<file path="src/rtl/alu_driver.sv">
// -----------------------------------------------------------------------------
// alu_driver
//
// Queues ALU requests in a small FIFO and plays them one at a time onto an
// external tri-state ALU. Each transaction presents the opcode and operands
// with the ALU output disabled for SETTLE cycles, enables the ALU for exactly
// one cycle while its result is captured, then offers the result on a
// valid/ready response channel until it is taken.
//
// A DIV with a zero divisor keeps the full transaction timing but never
// enables the ALU; it answers 16'hFFFF with rsp_err set.
//
// Parameters
//   FIFO_DEPTH  request FIFO entries, power of two in 2..16
//   SETTLE      cycles the operands are held with alu_oe low, 1..7
//
// Ports
//   clock, reset                 single clock; asynchronous active-high reset
//   req_valid/req_ready          request handshake (ready = FIFO not full)
//   req_cmd, req_a, req_b        opcode and operands of the offered request
//   alu_command, alu_a, alu_b    opcode and operands driven to the ALU
//   alu_oe, alu_y                ALU output enable and its tri-state result
//   rsp_valid/rsp_ready          response handshake
//   rsp_data, rsp_cmd, rsp_err   result, opcode it belongs to, divide-by-zero
//   busy                         FIFO non-empty or a transaction in progress
//   req_count                    FIFO occupancy, 0..FIFO_DEPTH
// -----------------------------------------------------------------------------
module alu_driver #(
  parameter int FIFO_DEPTH = 4,
  parameter int SETTLE     = 1
) (
  input  logic        clock,
  input  logic        reset,

  input  logic        req_valid,
  output logic        req_ready,
  input  logic [3:0]  req_cmd,
  input  logic [7:0]  req_a,
  input  logic [7:0]  req_b,

  output logic [3:0]  alu_command,
  output logic [7:0]  alu_a,
  output logic [7:0]  alu_b,
  output logic        alu_oe,
  input  logic [15:0] alu_y,

  output logic        rsp_valid,
  input  logic        rsp_ready,
  output logic [15:0] rsp_data,
  output logic [3:0]  rsp_cmd,
  output logic        rsp_err,

  output logic        busy,
  output logic [4:0]  req_count
);

  localparam int          PTR_W       = (FIFO_DEPTH > 1) ? $clog2(FIFO_DEPTH) : 1;
  localparam logic [4:0]  DEPTH_COUNT = 5'(FIFO_DEPTH);
  localparam logic [2:0]  SETTLE_LAST = 3'(SETTLE - 1);
  localparam logic [3:0]  OP_DIV      = 4'b0101;

  typedef enum logic [1:0] {
    S_IDLE,
    S_DRIVE,
    S_SAMPLE,
    S_RESP
  } state_t;

  typedef struct packed {
    logic [3:0] cmd;
    logic [7:0] a;
    logic [7:0] b;
  } req_t;

  // ---------------------------------------------------------------------------
  // Request FIFO
  // ---------------------------------------------------------------------------
  req_t              mem [FIFO_DEPTH];
  logic [PTR_W-1:0]  wr_ptr;
  logic [PTR_W-1:0]  rd_ptr;
  logic [4:0]        count;
  logic              push;
  logic              pop;

  state_t            state;
  state_t            state_nxt;
  logic [2:0]        settle_cnt;
  logic              div_zero;

  // Readiness comes from the occupancy at the start of the cycle only, so a
  // pop in the same cycle never opens a slot for a push into a full FIFO.
  assign req_ready = (count != DEPTH_COUNT);
  assign push      = req_valid && req_ready;
  assign req_count = count;
  assign busy      = (count != 5'd0) || (state != S_IDLE);

  // NOTE: the storage array has no reset; occupancy and pointers are reset,
  // and nothing reads an entry that has not been written since.
  always_ff @(posedge clock) begin
    if (push) begin
      mem[wr_ptr] <= '{cmd: req_cmd, a: req_a, b: req_b};
    end
  end

  // NOTE: all state is updated with non-blocking assignments so every
  // register samples the pre-edge values of the others.
  always_ff @(posedge clock or posedge reset) begin
    if (reset) begin
      wr_ptr <= '0;
      rd_ptr <= '0;
      count  <= 5'd0;
    end else begin
      // Depth is a power of two, so the pointers wrap by plain overflow.
      if (push) wr_ptr <= wr_ptr + PTR_W'(1);
      if (pop)  rd_ptr <= rd_ptr + PTR_W'(1);
      unique case ({push, pop})
        2'b10:   count <= count + 5'd1;
        2'b01:   count <= count - 5'd1;
        default: count <= count;
      endcase
    end
  end

  // ---------------------------------------------------------------------------
  // Transaction FSM
  // ---------------------------------------------------------------------------
  // The operand registers double as the ALU drive, so the divide-by-zero test
  // looks at what is currently presented to the ALU.
  assign div_zero = (alu_command == OP_DIV) && (alu_b == 8'd0);

  always_ff @(posedge clock or posedge reset) begin
    if (reset) begin
      state <= S_IDLE;
    end else begin
      state <= state_nxt;
    end
  end

  // NOTE: every output of this block is given a default first so that no
  // path through the case statement leaves a latch behind.
  always_comb begin
    state_nxt = state;
    pop       = 1'b0;
    alu_oe    = 1'b0;
    rsp_valid = 1'b0;
    unique case (state)
      S_IDLE: begin
        if (count != 5'd0) begin
          pop       = 1'b1;
          state_nxt = S_DRIVE;
        end
      end
      S_DRIVE: begin
        if (settle_cnt == SETTLE_LAST) begin
          state_nxt = S_SAMPLE;
        end
      end
      S_SAMPLE: begin
        // A zero divisor keeps the slot but never lets the ALU drive the bus.
        alu_oe    = !div_zero;
        state_nxt = S_RESP;
      end
      S_RESP: begin
        rsp_valid = 1'b1;
        if (rsp_ready) begin
          state_nxt = S_IDLE;
        end
      end
      default: state_nxt = S_IDLE;
    endcase
  end

  // Settle counter: restarts on every load, counts the cycles spent in DRIVE.
  always_ff @(posedge clock or posedge reset) begin
    if (reset) begin
      settle_cnt <= 3'd0;
    end else if (pop) begin
      settle_cnt <= 3'd0;
    end else if (state == S_DRIVE) begin
      settle_cnt <= settle_cnt + 3'd1;
    end
  end

  // Operand registers change only when a request is popped (IDLE -> DRIVE)
  // and otherwise keep driving the last transaction's values.
  always_ff @(posedge clock or posedge reset) begin
    if (reset) begin
      alu_command <= 4'd0;
      alu_a       <= 8'd0;
      alu_b       <= 8'd0;
    end else if (pop) begin
      alu_command <= mem[rd_ptr].cmd;
      alu_a       <= mem[rd_ptr].a;
      alu_b       <= mem[rd_ptr].b;
    end
  end

  // Response registers are loaded at the end of SAMPLE and then hold through
  // RESP, whatever rsp_ready does, until the next transaction samples.
  always_ff @(posedge clock or posedge reset) begin
    if (reset) begin
      rsp_data <= 16'd0;
      rsp_cmd  <= 4'd0;
      rsp_err  <= 1'b0;
    end else if (state == S_SAMPLE) begin
      rsp_data <= div_zero ? 16'hFFFF : alu_y;
      rsp_cmd  <= alu_command;
      rsp_err  <= div_zero;
    end
  end

endmodule

</file>
<file path="config.mk">
export PLATFORM = sky130hd
export DESIGN_NAME = alu_driver
export DESIGN_NICKNAME = d
export VERILOG_FILES = /design/src/rtl/alu_driver.sv
export SDC_FILE = /design/constraint.sdc
export NUM_CORES = 1
export LEC_CHECK = 0
export ABC_CLOCK_PERIOD_IN_PS = 7000
export BUFFER_PORTS_ARGS = -buffer_cell sky130_fd_sc_hd__buf_2
export CORE_UTILIZATION = 40
export CTS_BUF_LIST = sky130_fd_sc_hd__clkbuf_8 sky130_fd_sc_hd__clkbuf_16
export DETAILED_ROUTE_END_ITERATION = 8
export SLEW_MARGIN = 10
export SYNTH_ARGS = -nofsm -noshare
export SYNTH_HDL_FRONTEND = slang
export SYNTH_SLANG_ARGS = --single-unit
</file>
<file path="constraint.sdc">
create_clock -name clock -period 7 [get_ports clock]
set_input_delay 0 -clock clock [delete_from_list [all_inputs] [get_ports clock]]
set_output_delay 0 -clock clock [all_outputs]
set_load 0.02 [all_outputs]
</file>
==> flow_summary.json <==
{
  "status": "completed",
  "htree_levels": 4,
  "setup-violations-final": 0,
  "ys_seq_area_share_pct": 69.1,
  "final_util_pct": 53.1,
  "cp_slowest_cell": "a21boi_4",
  "power_density_nw_per_um2": 467,
  "rr_startpoint": "state[0]",
  "drt_iter0_markers": 120,
  "combPwrFrac_pct": 34.6,
  "numCtsBuffers": 17,
  "numPortBuffers": 89,
  "relSlewSlack_pct": 25.5,
  "yosysTopAreaCell": "edfxtp_1",
  "synth-main-ff-cell": "edfxtp_1",
  "switching_power_mw": 1.09,
  "setup_ws_ns": 3.62,
  "drive_gt1_share_pct": 37.4,
  "routed_wl_microns": 10400,
  "nNetsFinal": 514,
  "yosysUniqueCellTypes": 34,
  "syn_area_sq_um": 5470,
  "routedWlPerCell_microns": 16.0,
  "placed_area_sq_um": 6100,
  "seq_area_sq_um": 3780,
  "grt_pass1_wl_microns": 16800,
  "hold_buffers": 38,
  "yosysWarnings": 0,
  "cts.sinks": 135,
  "synthArstFlopShare_pct": 40.7,
  "final-hold-violation-count": 0,
  "p_total_mw": 3.30,
  "multi_input_area_sq_um": 1570,
  "clock_latency_ns": 0.42,
  "gp_congestion": 0.728,
  "min-delay-start": "rsp_ready",
  "die_h_microns": 119,
  "min_period_ns": 3.38,
  "vias": 3127,
  "worstPathRequired_ns": 7.34,
  "ant_nets": 0,
  "grt_pass1_vias": 3230,
  "slew_violations": 0,
  "num_antenna_cells": 0,
  "hold_ws_ns": 0.0849,
  "grt_max_degree": 56,
  "core_area_sq_um": 13300,
  "fillers": 1099,
  "cap_violations": 0,
  "skew_ns": 0.00698,
  "std_cell_rows": 42,
  "fin_setup_tns_ns": 0,
  "slowest_delay_ns": 0.88,
  "syn2layout_area_growth_pct": 29.2,
  "seqPwrFrac_pct": 39.5,
  "critical_path_class": "reg2reg",
  "dr.pass1.iters": 4,
  "dieArea_sq_um": 14100,
  "switching_share_pct": 33.1,
  "synthCells": 321,
  "period_share_pct": 48.2,
  "synth.most_common_cell": "edfxtp_1",
  "cts_root_buf": "clkbuf_16",
  "post_cts_resize_count": 0,
  "p_int_mw": 2.21,
  "yosys-top-cells-count": "edfxtp_1 (80), dfrtp_1 (55), nor2_1 (37), a21oi_1 (20), mux4_2 (20)",
  "final_area_sq_um": 7060,
  "start_kind": "register",
  "placedCellCount": 579,
  "die_w_microns": 119,
  "synthTopCellsByArea": "edfxtp_1 (44%), dfrtp_1 (25%), mux4_2 (8.2%)",
  "synth-seq-cells": 135,
  "final_cells": 649,
  "hold_class": "in2reg",
  "dp_slack_ns": 3.63,
  "rsz0062_at_grt": "no",
  "cts_tree": "built",
  "initial_core_util_pct": 41.1,
  "clkPwrFrac_pct": 25.9,
  "end_kind": "register",
  "grt_usage_pct": 16.2,
  "synth_top_cell_area_share_pct": 43.9,
  "via_per_inst": 4.82,
  "startpoint": "state[0]",
  "clkTransAtPathRegs_ns": 0.05,
  "arrival_ns": 3.71,
  "grt_overflow": 0,
  "synth_nets": 375,
  "io-pin-count": 90,
  "irDropWorstVdd_mv": 0.298,
  "hpwl_microns": 6300,
  "critPathMaxFanout": 27,
  "crit_chain": "inv_1 -> ha_1 -> a21boi_4 -> ha_1 -> xor2_1 -> ha_1 -> nor4_1 -> a21oi_1 -> a31oi_1 -> xor2_1",
  "antenna_found_initial": 0,
  "p_leak_nw": 2.88,
  "postCtsSetupBuffers": 0,
  "clock.fmax_mhz": 296,
  "worstMarginPinSlew_ns": 1.11,
  "avgSynthCellArea_sq_um": 17.0,
  "clockBufferDepth": 2,
  "crit_top_cell": "ha_1",
  "synth_edf_count": 80,
  "drcViolationCount": 0
}
-- routing by layer --
metal | vias up | wire (microns) | share of wire, % | track usage, %
met5 | - | 0 | 0 | 0
met4 | 0 | 131 | 1.3 | 6.80
met3 | 11 | 521 | 5.0 | 5.70
met2 | 112 | 5170 | 50 | 26.4
met1 | 1534 | 4540 | 44 | 19.6
li1 | 1470 | - | - | -
-- cell families after synthesis --
| family | Yosys count | synth area share (%) |
|---|---|---|
| multiplexers | 50 | 15.4 |
| flip-flops | 135 | 69.1 |
| XOR/XNOR | 11 | 1.76 |
| buffers and inverters | 24 | 2.15 |
| AO/OA/AOI/OAI | 26 | 2.77 |
| adder cells (fa/ha/maj) | 14 | 3.20 |
| AND/OR/NAND/NOR | 61 | 5.58 |
-- worst max-delay path, delay by kind of cell (launching register included) --
| kind | cells | cell delay (ns) |
|---|---|---|
| and+or+nand+nor | 1 | 0.33 |
| adders and majority gates | 3 | 0.95 |
| AOI/OAI and AO/OA | 3 | 1.22 |
| DFF | 1 | 0.40 |
| xor gates and xnor gates | 2 | 0.26 |
| buffers and inverters | 1 | 0.13 |
-- flip-flops by register name, summed over array words and instances (netlist names), 2 cells and up --
name         count
alu_a            8
alu_b            8
alu_command      4
mem             80
rd_ptr           2
req_count        5
rsp_cmd          4
rsp_data        16
settle_cnt       3
state            2
wr_ptr           2
-- power by group through the flow --
| stage | sequential [mW] | clock (mW) | combinational, mW |
|---|---|---|---|
| 3_5_place_dp | 1.32 | 0 | 1.14 |
| 6_report | 1.30 | 0.853 | 1.14 |
| 2_1_floorplan | 1.41 | 0 | 0.721 |
| 5_1_grt | 1.34 | 0.915 | 1.24 |
| 4_1_cts | 1.31 | 0.876 | 1.16 |
| 3_3_place_gp | 1.31 | 0 | 1.12 |
-- worst paths after layout --
path | to | slack, ns | cells past startpoint
hold / removal | state[0] | 0.08 | 4
setup reg to reg | req_count[4] | 3.62 | 10
hold reg to reg | alu_a[2] | 0.50 | 1
min in group asynchronous | rsp_data[9] | 0.32 | 4
max in group asynchronous | wr_ptr[1] | 6.18 | 4
setup / recovery | req_count[4] | 3.62 | 10
-- placed cells by master (no fill, tap or decap), drive strengths merged, types with 3 or more instances in the layout --
| master | instances |
|---|---|
| mux4 | 20 |
| and3 | 5 |
| nor4 | 4 |
| dfrtp | 55 |
| edfxtp | 80 |
| nor2 | 37 |
| a21oi | 20 |
| clkbuf | 20 |
| xor2 | 6 |
| buf | 96 |
| xnor2 | 5 |
| inv | 13 |
| nand2 | 3 |
| ha | 14 |
| mux2 | 28 |
| clkinv | 5 |
| dlygate4sd3 | 38 |
-- area by class of cell --
class,instances,area share [%]
clock buffer,20,6.61
clock inverter,12,1.56
inverter,10,0.532
multi-input combinational,162,22.2
sequential,135,53.5
tap,176,3.12
timing repair buffer,134,12.4
Power figures use the tool's default switching activity.
